==> src/rtl/ls161_cascade_pkg.sv <==
// Shared constants and helpers for the cascaded LS161 counter chain.
// The period helper is used by benches to derive the auto-reload cycle length.
package ls161_cascade_pkg;

    localparam int unsigned StageWidth = 4;
    localparam int unsigned MaxStages  = 8;

    // Cycles between successive reload values with both enables held high.
    function automatic longint unsigned mod_period(input int unsigned     width,
                                                   input longint unsigned reload);
        return (64'd1 << width) - reload;
    endfunction

endpackage

==> src/rtl/ls161_cascade_ls161.sv <==
// One 74LS161 synchronous 4-bit binary counter stage with pin-level semantics.
// Clear is asynchronous; load beats count; RCO is purely combinational.
module ls161
    import ls161_cascade_pkg::*;
(
    input  logic                  CLK,
    input  logic                  CLR_n,
    input  logic                  LOAD_n,
    input  logic                  ENP,
    input  logic                  ENT,
    input  logic [StageWidth-1:0] D,
    output logic [StageWidth-1:0] Q,
    output logic                  RCO
);

    logic [StageWidth-1:0] q_q, q_d;

    always_comb begin
        q_d = q_q;
        if (!LOAD_n) begin
            q_d = D;
        end else if (ENP && ENT) begin
            q_d = q_q + StageWidth'(1);
        end
    end

    always_ff @(posedge CLK or negedge CLR_n) begin
        if (!CLR_n) begin
            q_q <= '0;
        end else begin
            q_q <= q_d;
        end
    end

    assign Q   = q_q;
    assign RCO = ENT & (q_q == {StageWidth{1'b1}});

endmodule

==> src/rtl/ls161_cascade.sv <==
// Chain of LS161 stages with a combinational carry, optional terminal-count
// auto-reload, and a 2-bit select tap for the downstream LS139 decoder.
module ls161_cascade
    import ls161_cascade_pkg::*;
#(
    parameter int unsigned             STAGES       = 3,
    parameter bit                      AUTO_RELOAD  = 1'b0,
    parameter logic [4*STAGES-1:0]     RELOAD_VALUE = '0,
    parameter int unsigned             SEL_LSB      = 0
) (
    input  logic                  CLK,
    input  logic                  CLR_n,
    input  logic                  LOAD_n,
    input  logic                  ENP,
    input  logic                  ENT,
    input  logic [4*STAGES-1:0]   D,
    output logic [4*STAGES-1:0]   Q,
    output logic                  RCO,
    output logic [1:0]            SEL
);

    localparam int unsigned Width = StageWidth * STAGES;

    logic             load_int_n;
    logic [Width-1:0] load_data;

    // External load wins the data mux; the reload value is used only for terminal count.
    assign load_int_n = LOAD_n & ~(AUTO_RELOAD & RCO);
    assign load_data  = LOAD_n ? RELOAD_VALUE : D;

    for (genvar k = 0; k < STAGES; k++) begin : g_stage
        logic ent_k;
        logic rco_k;

        if (k == 0) begin : g_first
            assign ent_k = ENT;
        end else begin : g_next
            assign ent_k = g_stage[k-1].rco_k;
        end

        ls161 u_stage (
            .CLK    (CLK),
            .CLR_n  (CLR_n),
            .LOAD_n (load_int_n),
            .ENP    (ENP),
            .ENT    (ent_k),
            .D      (load_data[StageWidth*k +: StageWidth]),
            .Q      (Q[StageWidth*k +: StageWidth]),
            .RCO    (rco_k)
        );
    end

    assign RCO = g_stage[STAGES-1].rco_k;
    assign SEL = Q[SEL_LSB +: 2];

endmodule

==> config.mk <==
export PLATFORM = sky130hd
export DESIGN_NAME = ls161_cascade
export DESIGN_NICKNAME = d
export VERILOG_FILES = /design/src/rtl/ls161_cascade_pkg.sv /design/src/rtl/ls161_cascade_ls161.sv /design/src/rtl/ls161_cascade.sv
export SDC_FILE = /design/constraint.sdc
export NUM_CORES = 1
export LEC_CHECK = 0
export ABC_AREA = 0
export CORE_AREA = 2 2 47 49
export DETAILED_ROUTE_END_ITERATION = 10
export DIE_AREA = 0 0 49 51
export PLACE_DENSITY = 0.74
export SYNTH_ARGS = -nofsm -noshare
export SYNTH_HDL_FRONTEND = slang
export SYNTH_HIERARCHICAL = 1
export SYNTH_SLANG_ARGS = --single-unit
export TNS_END_PERCENT = 100
==> constraint.sdc <==
create_clock -name CLK -period 2.2 [get_ports CLK]
set_input_delay 0.22 -clock CLK [delete_from_list [all_inputs] [get_ports CLK]]
set_output_delay 0.22 -clock CLK [all_outputs]
set_load 0.02 [all_outputs]
# Yosys cells after proc, flatten, opt, wreduce, memory -nomap -nowiden
# Cells that the tools add are included.
[totals] inputBits=17 latch_bits=0 output_inout_bits=15 romBits=0 memories=0 register_bits=12 elab_cells=24 ram_bits=0
[op_classes] magnitude_cmp=0 n_addsub=3 n_bitwise=3 reduce_logical=3 mux=6 eq_ne=6 mul=0 div=0 shift=0
[op_table] op="4-bit two-way mux" count=6
[op_table] op="4-bit by 1-bit adder with 4-bit output (second input constant)" count=3
[op_table] op="4-bit == test (second input constant)" count=3
[op_table] op="2-bit by 1-bit inequality test with 1-bit output (second input constant)" count=3
[op_table] op="1-bit AND" count=3
[op_table] op="1-bit logical AND" count=3

# Depth between registers and ports, before layout
[depth] word_depth=6 ltp_mapped=6 ltp_nobuf=6

# Modules after synthesis
# The synthesis kept the hierarchy.
[modules_own_cells] module="ls161" instances=3 cells_per_inst=23 seq_area_each_um2=100.1 area_per_inst_um2=217.7
[modules_own_cells] module="ls161_cascade" instances=1 cells_per_inst=15 seq_area_each_um2=0.0 area_per_inst_um2=141.4

# Least setup slack after synthesis
# Ideal clock, no wire load.
[synth_path] path_type="register to register" startpoint="reg g_stage[0].u_stage.q_q[0]" endpoint="reg g_stage[2].u_stage.q_q[3]" arrival_time_ps=1744 period_less_slack_ps=1826 path_stages_with_launch=7 path_buffers=0 setup_time_ps=82 slack_ps=374 required_ps=2118 cell_sequence="dfrtp_1 ha_1 and4_2 and4_2 nand2_2 or3_1 a31oi_1"
[synth_via] elab_chain_cells=5
[synth_lines] element="start, declared" line_no="ls161_cascade_ls161.sv:16" text="logic [StageWidth-1:0] q_q, q_d;"
[synth_lines] element="start signal, assigned" line_no="ls161_cascade_ls161.sv:31" text="q_q <= q_d;"
[synth_lines] element="4-bit == test" line_no="ls161_cascade_ls161.sv:36" text="assign RCO = ENT & (q_q == {StageWidth{1'b1}});"
[synth_lines] element="1-bit AND" line_no="ls161_cascade_ls161.sv:36"
[synth_lines] element="named net g_stage[0].rco_k" line_no="ls161_cascade.sv:33" text="logic rco_k;"
[synth_lines] element="1-bit AND" line_no="ls161_cascade_ls161.sv:36"
[synth_lines] element="named net g_stage[1].rco_k" line_no="ls161_cascade.sv:33"
[synth_lines] element="1-bit logical AND" line_no="ls161_cascade_ls161.sv:22" text="end else if (ENP && ENT) begin"
[synth_lines] element="2-bit by 1-bit inequality test with 1-bit output (no source line)"
[synth_lines] element="end signal, assigned" line_no="ls161_cascade_ls161.sv:31"
[synth_lines] element="end, declared" line_no="ls161_cascade_ls161.sv:16"
# The timed path passes the listed nets, and every way through them passes these cells.
# A chain may end at the register's enable or synchronous reset.

# Final worst setup path
[layout_path] startpoint="reg g_stage[0].u_stage.q_q[0]" endpoint="out RCO"
[layout_via] elab_chain_cells=4
[layout_lines] element="4-bit == test" line_no="ls161_cascade_ls161.sv:36"
[layout_lines] element="1-bit AND" line_no="ls161_cascade_ls161.sv:36"
[layout_lines] element="named net g_stage[0].rco_k" line_no="ls161_cascade.sv:33"
[layout_lines] element="1-bit AND" line_no="ls161_cascade_ls161.sv:36"
[layout_lines] element="named net g_stage[1].rco_k" line_no="ls161_cascade.sv:33"
[layout_lines] element="1-bit AND" line_no="ls161_cascade_ls161.sv:36"
[layout_lines] element="end, declared" line_no="ls161_cascade.sv:18" text="output logic RCO,"
# The timed path passes the listed nets, and every way through them passes these cells.

==> impl_results.md <==
- Status: finished, final reports clean
- Compound-cell area share of the yosys netlist: 0.0992
- Crit Path Category: flip-flop to primary output
- Static Leak: 0.507 nW
- Routed WL: 1800 um
- Worst Tran Pin Value: 0.574 ns
- Simple-gate area share of the yosys netlist: 0.324
- Largest family of logic cells by synthesized area: simple AND/OR/NAND/NOR gates
- R2R Path End: g_stage[2].u_stage/Q[3]$_DFFE_PN0P_
- Initial Utilization: 0.385
- Die width: 49 um
- Max VDD drop: 0.385 mV
- Root Buffer: clkbuf_4
- Tot Pwr: 653 uW
- Share of cells above drive strength 1: 0.242
- # diodes: 0
- Fin. Hold Viols: 0
- Gp weighted congestion: 0.725
- Power per cell area: 549 nW/um^2
- R2R setup slack: 0.42 ns
- Xor/xnor cell area share of the yosys netlist: 0.0661
- Unrepaired setup endpoints after global routing: no
- Period utilization: 0.950
- Max reg flops: 12
- Fin crit period: 2.09 ns
- Post-synth top area share: 0.378
- Starting DRT DRC Count: 0
- Setup crit end kind: primary output
- Ys Warns: 6
- Clock transition at path regs: 0.08 ns
- DRC: 0
- Synth area leader: dfrtp_1
- I/O pin total: 32
- First-pass GRT wire length: 2970 um
- Pin count of the biggest net entering global routing: 25
- Die area: 2500 sq um
- HPWL after DPL: 1390 um
- Seq/Total Area, Yosys: 0.378
- Port Buffers: 31
- Synth unique cells: 18
- Crit path arrival time: 1.87 ns
- Via density: 4.74
- DR vias: 701
- Worst endpoint required time: 1.98 ns
- Util after Layout: 0.577
- Max Clk Rate: 478 MHz
- Hold Crit Class: input pin to asynchronous set/reset pin
- Multiplexer share of the synthesized area: 0.0378
- Non-Filler Instances: 148
- Final setup margin: 0.109 ns
- Number of synthesized flops with an enable pin: 0
- Fin. max-slew vios: 0
- Longest Clk Path Bufs: 2
- Flops & latches, synth: 12
- Grt ovf: 0
- CTS Hold Bufs: 0
- Crit-path max FO: 2
- CTS tree: built
- # placed instances: 143
- Initial antenna violation count: 0
- Layout Area Growth over Synthesis: 49.8%
- Post-synthesis instance total: 84
- Clk_skew: 0.00503 ns
- First-pass DRT Iterations: 1
- Top post-synthesis cells by area: dfrtp_1, nor2b_2, xor2_1
- Worst slew margin: 0.616
- Synth async-reset ratio: 1.00
- Wire per inst: 12.2 um
- Die Ht: 51 um
- Detail Route Antenna Nets: 0
- Vias in the first global route: 773
- Post-route setup TNS: 0 ns
- Final setup fails: 0
- Row count: 17
- Clk_lat worst skew: 0.27 ns
- Synth Cell Area: 795 sq um
- Synth Flop Type: dfrtp_1
- Area after DPL: 1150 sq um
- Core ar.: 2060 sq um
- Crit path launch type: flip-flop
- Max-cap violations: 0
- H-tree depth: 1
- Worst reg2reg path depth: 7
- Crit path from: g_stage[0].u_stage/Q[0]$_DFFE_PN0P_
- # nets final: 141
- Net Count, Synth: 104
- Hold WS: 0.306 ns
- Clock sinks: 12
- Adder-cell area share of the yosys netlist: 0.0472
- Pre-CTS setup slack: 0.00909 ns
- Reg-to-Reg Start: g_stage[0].u_stage/Q[0]$_DFFE_PN0P_
- CTS Buf Count: 3
- Tot GR Track Use: 0.160
- Final Cell Area: 1190 sq um
- Mean Syn Cell Area: 9.46 sq um
cells in the final DEF (no fill, tap or decap):
| master | netlist | routed |
|---|---|---|
| dfrtp_1 | 12 | 12 |
| or3_1 | 3 | 3 |
| nor2b_4 | 2 | 2 |
| a21oi_1 | 9 | 9 |
| nand2_2 | 3 | 3 |
| clkbuf_4 | 0 | 3 |
| dlygate4sd2_1 | 0 | 1 |
| and2b_2 | 2 | 2 |
| a31oi_1 | 3 | 3 |
| nor2_1 | 12 | 12 |
| and4_2 | 3 | 3 |
| xor2_1 | 6 | 6 |
| buf_4 | 2 | 7 |
| clkbuf_8 | 0 | 1 |
| nand3_1 | 6 | 6 |
| nor2b_2 | 8 | 8 |
| mux2i_1 | 3 | 3 |
| o21ai_0 | 3 | 3 |
| clkdlybuf4s50_1 | 0 | 30 |
| ha_1 | 3 | 3 |
logic make-up after synthesis:
group / Yosys count
AO/OA/AOI/OAI: 15
XOR/XNOR: 6
adder cells (fa/ha/maj): 3
buffers and inverters: 6
flip-flops: 12
multiplexers: 3
AND/OR/NAND/NOR: 39
metal layers:
metal,GRT usage,wire length [um],vias up
met3,0.0409,75,2
met2,0.322,964,20
met4,0.0857,10,0
met1,0.145,749,315
met5,0,0,-
li1,-,-,364
what timing repair did:
action | in CTS | in global routing
gates resized for setup | 1 | 0
setup endpoints to repair | 1 | 1
setup buffers | 0 | 1
pin swaps | 0 | 0
how the worst max path moves through the flow:
stage | cells after the start | slack (ns) | to
CTS | 5 | 0.04 | RCO
finish | 5 | 0.11 | RCO
floorplan | 6 | 0.37 | g_stage[2].u_stage/Q[3]$_DFFE_PN0P_
global route | 5 | 0.03 | RCO
detailed placement | 5 | 0.009 | RCO
global placement | 5 | 0.03 | RCO
critical path, stage by stage (launching register included):
cell           delay (ns)
dfrtp_1              0.39
ha_1                 0.22
and4_2               0.25
and4_2               0.23
and4_2               0.21
dlygate4sd2_1        0.31
cell type report:
| class | instances | area, sq um |
|---|---|---|
| Multi-Input combinational cell | 66 | 457 |
| Timing Repair Buffer | 38 | 362 |
| Sequential cell | 12 | 300 |
| Clock buffer | 4 | 36.3 |
| Tap cell | 28 | 35.0 |
| Fill cell | 205 | 873 |
synthesized netlist by cell type (3+ instances only):
library cell	count
and4_2	3
or3_1	3
clkbuf_1	3
o21ai_0	3
mux2i_1	3
a31oi_1	3
xor2_1	6
nand3_1	6
nor2b_2	8
dfrtp_1	12
nor2_1	12
nand2_2	3
ha_1	3
a21oi_1	9
where the power goes:
part,internal [mW],total (mW),switching (mW)
registers,0.242,0.264,0.0220
logic,0.114,0.211,0.0970
clock network,0.101,0.178,0.0775
total,0.457,0.653,0.197
(Power assumes the default switching activity.)
